File: config.mk
export PLATFORM = sky130hd
export DESIGN_NAME = pc_redirect_ctrl
export DESIGN_NICKNAME = d
export VERILOG_FILES = /design/src/rtl/pc_redirect_ctrl.sv
export SDC_FILE = /design/constraint.sdc
export NUM_CORES = 1
export LEC_CHECK = 0
export BUFFER_PORTS_ARGS = -buffer_cell sky130_fd_sc_hd__buf_2
export CAP_MARGIN = 10
export CORE_MARGIN = 5
export CORE_UTILIZATION = 45
export CTS_CLUSTER_DIAMETER = 30
export DETAILED_ROUTE_END_ITERATION = 16
export PLACE_DENSITY = 0.78
export REMOVE_ABC_BUFFERS = 1
export SYNTH_ARGS = -nofsm -noshare
export SYNTH_HDL_FRONTEND = slang
export SYNTH_SLANG_ARGS = --single-unit
export TNS_END_PERCENT = 20
File: constraint.sdc
create_clock -name clk -period 4.1 [get_ports clk]
set_input_delay 0.82 -clock clk [delete_from_list [all_inputs] [get_ports clk]]
set_output_delay 0.82 -clock clk [all_outputs]
set_load 0.03 [all_outputs]
File: src/rtl/pc_redirect_ctrl.sv
// rtl/pc_redirect_ctrl.sv - architectural PC owner and fetch/exec/commit sequencer
//
// Purpose:
//   Runs each instruction through FETCH then EXEC.
//   On a commit it chooses the next PC from three sources:
//     - the sequential address pc+4,
//     - a taken branch or jump target,
//     - TRAP_VEC, when a taken target is not word-aligned.
//   Optional retire/taken statistics counters are built only when the macro
//   BR_STATS_EN is defined.
//
// Ports:
//   clk, rst        rising-edge clock; asynchronous active-high reset
//   fetch_req       request to imem, high in FETCH only
//   fetch_addr      fetch address, equal to pc
//   fetch_ack       imem returned the instruction; only looked at in FETCH
//   br_taken        branch-condition result for the instruction in EXEC
//   br_target       branch/jump target for the instruction in EXEC
//   stall           holds EXEC while UART/LSU is busy
//   pc, pc_plus4    current PC and its link value
//   commit          1-cycle retire pulse
//   misalign_trap   1-cycle pulse coincident with commit on a misaligned taken target
//   bad_target      last faulting target
//   commit_cnt      retired-instruction count (BR_STATS_EN), else 0
//   taken_cnt       taken-redirect count (BR_STATS_EN), else 0

module pc_redirect_ctrl #(
  parameter int                XLEN     = 32,
  parameter logic [XLEN-1:0]   RESET_PC = 32'h0000_0000,
  parameter logic [XLEN-1:0]   TRAP_VEC = 32'h0000_0100
) (
  input  logic            clk,
  input  logic            rst,
  output logic            fetch_req,
  output logic [XLEN-1:0] fetch_addr,
  input  logic            fetch_ack,
  input  logic            br_taken,
  input  logic [XLEN-1:0] br_target,
  input  logic            stall,
  output logic [XLEN-1:0] pc,
  output logic [XLEN-1:0] pc_plus4,
  output logic            commit,
  output logic            misalign_trap,
  output logic [XLEN-1:0] bad_target,
  output logic [31:0]     commit_cnt,
  output logic [31:0]     taken_cnt
);

  typedef enum logic [1:0] {
    ST_IDLE  = 2'd0,
    ST_FETCH = 2'd1,
    ST_EXEC  = 2'd2
  } state_t;

  state_t          state, state_nxt;
  logic [XLEN-1:0] pc_nxt;

  assign fetch_addr = pc;
  assign pc_plus4   = pc + XLEN'(4);

  always_ff @(posedge clk or posedge rst) begin
    if (rst) begin
      state      <= ST_IDLE;
      pc         <= RESET_PC;
      bad_target <= '0;
    end else begin
      state <= state_nxt;
      pc    <= pc_nxt;
      if (misalign_trap) begin
        bad_target <= br_target;
      end
    end
  end

  // commit and misalign_trap are combinational on EXEC && !stall, so a reset
  // (which forces IDLE) can never let a commit escape.
  always_comb begin
    state_nxt     = state;
    pc_nxt        = pc;
    fetch_req     = 1'b0;
    commit        = 1'b0;
    misalign_trap = 1'b0;
    unique case (state)
      ST_IDLE: begin
        state_nxt = ST_FETCH;
      end
      ST_FETCH: begin
        fetch_req = 1'b1;
        if (fetch_ack) begin
          state_nxt = ST_EXEC;
        end
      end
      ST_EXEC: begin
        if (!stall) begin
          commit    = 1'b1;
          state_nxt = ST_FETCH;
          if (!br_taken) begin
            pc_nxt = pc_plus4;
          end else if (br_target[1:0] != 2'b00) begin
            pc_nxt        = TRAP_VEC;
            misalign_trap = 1'b1;
          end else begin
            pc_nxt = br_target;
          end
        end
      end
      default: begin
        state_nxt = ST_IDLE;
      end
    endcase
  end

`ifdef BR_STATS_EN
  // Both counters stick at all-ones rather than wrapping.
  always_ff @(posedge clk or posedge rst) begin
    if (rst) begin
      commit_cnt <= '0;
      taken_cnt  <= '0;
    end else if (commit) begin
      if (commit_cnt != 32'hFFFF_FFFF) begin
        commit_cnt <= commit_cnt + 32'd1;
      end
      if (br_taken && (taken_cnt != 32'hFFFF_FFFF)) begin
        taken_cnt <= taken_cnt + 32'd1;
      end
    end
  end
`else
  assign commit_cnt = 32'd0;
  assign taken_cnt  = 32'd0;
`endif

endmodule

* Word-level counts from Yosys, hierarchy flattened
Index checks and enable logic that the tools add are counted.
Storage, ports and cells: register bits 66, latch bits 0, RAM bits 0, bits in read-only memories 0, input bits 37, memories 0
Cells by class: add/sub/neg operators 1, multipliers 0, div/mod/pow operators 0, magnitude comparators 0, eq/ne operators 4, shift operators 0, muxes and demuxes 12, bitwise operators 1, reductions and logical operators 4
Operators with widths (number):
- $mux 32 | 2
- $add 32x3->32 const B | 1
- $mux 1 | 7
- $pmux 2 s3 | 1
- $mux 2 | 2
- $ne 2x2->1 const B | 2
- $reduce_and 2->1 | 2
- $eq 2x1->1 const B | 1
- $eq 2x2->1 const B | 1
- $logic_not 2->1 | 1
- $reduce_bool 2->1 | 1
- $not 1->1 | 1

* Logic depth before layout (Yosys ltp)
depth after elaboration 5, mapped depth 7, depth with buffers taken out 6

* Worst setup path after synthesis
OpenSTA, ideal clock, no wires.
path kind register -> output, start register pc[4] (netlist: fetch_addr[4]), end output port pc_plus4[17], data arrival time 2.291 ns, data required time 3.280 ns, setup slack 0.989 ns, cell stages (with the launch flop) 7, buffers on the path 2, cells stage by stage dfrtp_1 buf_2 nand3_1 or4_1 clkbuf_1 nor2_1 xor2_1
On the way: longest elaborated chain between the ends 1
RTL lines:
- from (decl) | RTL line 40 | output logic [XLEN-1:0] pc,
- from (signal assigned) | RTL line 68 | pc <= pc_nxt;
- $add 32x3->32 | RTL line 59 | assign pc_plus4 = pc + XLEN'(4);
- to (decl) | RTL line 41 | output logic [XLEN-1:0] pc_plus4,
No other way between the ends.

* Final worst setup path
start register pc[2] (netlist: fetch_addr[2]), end output port pc_plus4[28]
The elaborated chain is that of the path after synthesis.

==> results by group <==
Synth
  • Ys flop type: dfrtp_1
  • Flops & latches, synth: 66
  • Compound-Gate Fraction of Synth Area: 11.7%
  • Mapped Cells: 457
  • Async set-reset flop share out of synthesis: 100%
  • Area contributors post-synth: dfrtp_1 (38%), buf_4 (17%), mux2_2 (6.6%), o21ai_0 (3.4%), nand2_1 (3.2%)
  • XOR/XNOR share of the synthesized area: 5.71%
  • Synthesized cell area: 0.00429 sq mm
  • Largest family of logic cells by synthesized area: buffers and inverters
  • Cell variety after synth: 50
  • Register area share after synthesis: 38.5%
  • Simple-gate share of the synthesized area: 16.0%
  • Area share of fa/ha/maj cells after synthesis: 0.291%
  • Mean Syn Cell Area: 9.39 sq um
  • Area leader, netlist: dfrtp_1
  • Mux contribution to synthesized area: 8.10%
  • Number of flops mapped to enable cells by yosys: 0
  • Synth warnings: 0
  • Synth top area share: 38.5%

Clocking
  • CTS H-Tree Depth: 3
  • Total CTS buffers: 9
  • Clk sink count: 66
  • TritonCTS clock tree: built
  • CTS root buf: clkbuf_8
  • Clk buf depth: 2
  • CTS clk-pin slew, worst paths: 80 ps
  • Hold-fix buffers, CTS: 0
  • Post-CTS repair timing setup buffer count: 0
  • Worst skew pair latency: 340 ps
  • CTS resizes: 0

GRT
  • Vias in the first global route: 3527
  • Largest net degree at the start of global routing: 43
  • Tot GR Track Use: 20.2%
  • Total grt overflow: 0
  • First-pass GRT wire length: 18600 microns
  • Initial antenna violation count: 0

Timing
  • Slew @ Worst Pin: 922 ps
  • Setup Viol. Count Final: 0
  • Setup Skew: 15.2 ps
  • Final min period: 3440 ps
  • RSZ-0062 raised after global routing: false
  • Relative slew slack: 38.4%
  • Max Freq: 290 MHz
  • Final hold vios: 0
  • Setup TNS: 0 ps
  • Final period util: 84.0%
  • Slew Viols, Final: 0

Setup path
  • CP Launch Type: flip-flop
  • Critical Path RT: 3280 ps
  • CP max FO: 6
  • Register-to-Register Path Depth: 5
  • WP data arrival: 2620 ps
  • WS Path Type: reg2out
  • CP endpoint kind: output pin

Worst hold path
  • HP Class: reg2reg
  • Worst Hold Depth: 2

Run
  • # Max-Cap Violations: 0

Detailed routing
  • Iter 0 DRT Violations: 157
  • Routed Antenna Nets: 0
  • Vias per inst: 5.15
  • Pre-antenna DRT Iters: 4
  • Vias after detailed routing: 3705
  • DRC: 0
  • Routed wire length: 12200 microns
  • Routed wire length per instance: 16.9 microns

Place
  • Post-detail-place hpwl: 9350 microns
  • Port bufs: 167
  • Global placement routability congestion: 0.803
  • Cell Area, Placed: 0.00477 sq mm

Final layout
  • Final #Nets: 624
  • Fin area: 0.00497 sq mm
  • Multi-input gate area: 0.00205 sq mm
  • Reg area: 0.00165 sq mm
  • Ant diodes: 0
  • Syn-to-layout area delta: 15.7%
  • Share of cells above drive strength 1: 37.7%
  • Number of fill cells in the layout: 881

Die
  • Starting Density: 46.2%
  • Die ar.: 0.0116 sq mm
  • I/O pins: 232
  • Die H: 108 microns
  • Std cell rows: 35
  • Die width: 108 microns
  • Area of the core: 0.00928 sq mm

Power
  • Worst IR Drop VDD: 0.000473 V
  • PD cells: 802 mW/mm^2
  • Power Total: 3990 uW
  • Leak: 0.00257 uW

Run status
  • Run status: finished, final reports clean
layer usage:
layer	vias to the layer above	wire length [microns]	GRT usage, %	part of all wire, %
met4	0	89	5.14	0.73
met2	196	6080	34.8	50
li1	1700	-	-	-
met3	9	1040	3.84	8.6
met1	1800	4960	26.0	41
met5	-	0	0	0
cell usage after synthesis, types with 2 or more instances:
cell / count
dfrtp_1: 66
inv_1: 5
o22ai_1: 2
nor3_1: 8
nand4_1: 7
a221oi_1: 2
buf_2: 5
a21oi_1: 7
mux2_2: 25
o21ai_0: 29
xor2_1: 15
nand3_1: 13
or4_1: 4
nor3b_1: 2
o2bb2ai_1: 6
a221o_1: 3
a21o_1: 2
clkbuf_1: 14
o311ai_1: 2
and3_1: 6
a31oi_1: 4
nor4_1: 4
buf_4: 98
nor2_1: 27
and4_1: 4
nor2b_1: 2
a22oi_1: 12
mux2_1: 5
and2_1: 8
buf_1: 2
xnor2_1: 13
nand2_1: 37
path summary, 6_finish.rpt:
check | from | to | slack, ps
min in group asynchronous | rst | fetch_addr[4] | 670
worst min-delay path | bad_target[0] | bad_target[0] | 480
worst min register to register | bad_target[0] | bad_target[0] | 480
max in group asynchronous | rst | bad_target[0] | 2540
worst max-delay path | fetch_addr[2] | pc_plus4[28] | 660
worst max register to register | fetch_addr[2] | fetch_addr[20] | 1680
flip-flops by register name (all words and copies together), names as in the netlist:
signal and cells:
bad_target 32, fetch_addr 32, state 2
worst max-delay path, stage by stage, from the launching register on:
cell and delay, ps:
dfrtp_1 440, ha_1 290, nand4_1 200, nor4_2 680, nand2_1 230, xnor2_1 220
buf_2 230
through the flow:
step | utilization, % | setup slack (ps) | hold WS, ps | instances
final | 53.5 | 656 | 480 | 720
after global routing | 53.5 | 425 | 505 | 720
after CTS | 53.5 | 651 | 482 | 720
after detailed placement | 51.4 | 1040 | 459 | 704
after global placement | 51.4 | 1160 | 453 | 704
after floorplan | - | -399 | 458 | 401
layout make-up:
type                            instances  area share [%]
Multi-Input combinational cell        329            41.2
Clock buffer                           10            2.57
Clock inverter                          6            1.36
Timing Repair Buffer                  174            17.9
Inverter                                6           0.454
Sequential cell                        66            33.3
Tap cell                              129            3.25
power by group:
| part | switching (uW) | leakage, uW | total (uW) | internal (uW) |
|---|---|---|---|---|
| registers | 320 | 0.000832 | 1240 | 916 |
| logic | 1570 | 0.00165 | 2200 | 631 |
| clock network | 264 | 0.0000925 | 546 | 282 |
| total | 2160 | 0.00257 | 3990 | 1830 |
kinds of logic (layout without fill, tap and decap cells):
| logic type | Yosys count | after routing |
|---|---|---|
| and+or+nand+nor | 129 | 129 |
| xor gates and xnor gates | 28 | 28 |
| buffers and inverters | 125 | 196 |
| muxes | 31 | 31 |
| DFF | 66 | 66 |
| AOI/OAI and AO/OA | 76 | 76 |
| other | 1 | 64 |
| adders and majority gates | 1 | 1 |
cells in the final DEF, fill, tap and decap left out, types with 2 or more instances in the layout:
| cell type | count |
|---|---|
| a21o_1 | 2 |
| a21oi_1 | 7 |
| a221o_1 | 3 |
| a221oi_1 | 2 |
| a22oi_1 | 12 |
| a31oi_1 | 4 |
| and2_1 | 8 |
| and3_1 | 6 |
| and4_1 | 4 |
| buf_2 | 167 |
| buf_4 | 7 |
| clkbuf_8 | 9 |
| clkinv_4 | 2 |
| clkinvlp_4 | 2 |
| conb_1 | 64 |
| dfrtp_1 | 66 |
| inv_1 | 4 |
| inv_2 | 2 |
| mux2_1 | 5 |
| mux2_2 | 25 |
| nand2_1 | 37 |
| nand3_1 | 13 |
| nand4_1 | 7 |
| nor2_1 | 26 |
| nor2b_1 | 2 |
| nor3_1 | 7 |
| nor3b_1 | 2 |
| nor4_1 | 4 |
| o21ai_0 | 29 |
| o22ai_1 | 2 |
| o2bb2ai_1 | 6 |
| o311ai_1 | 2 |
| or4_1 | 4 |
| xnor2_1 | 13 |
| xor2_1 | 15 |
(Power assumes the default switching activity.)
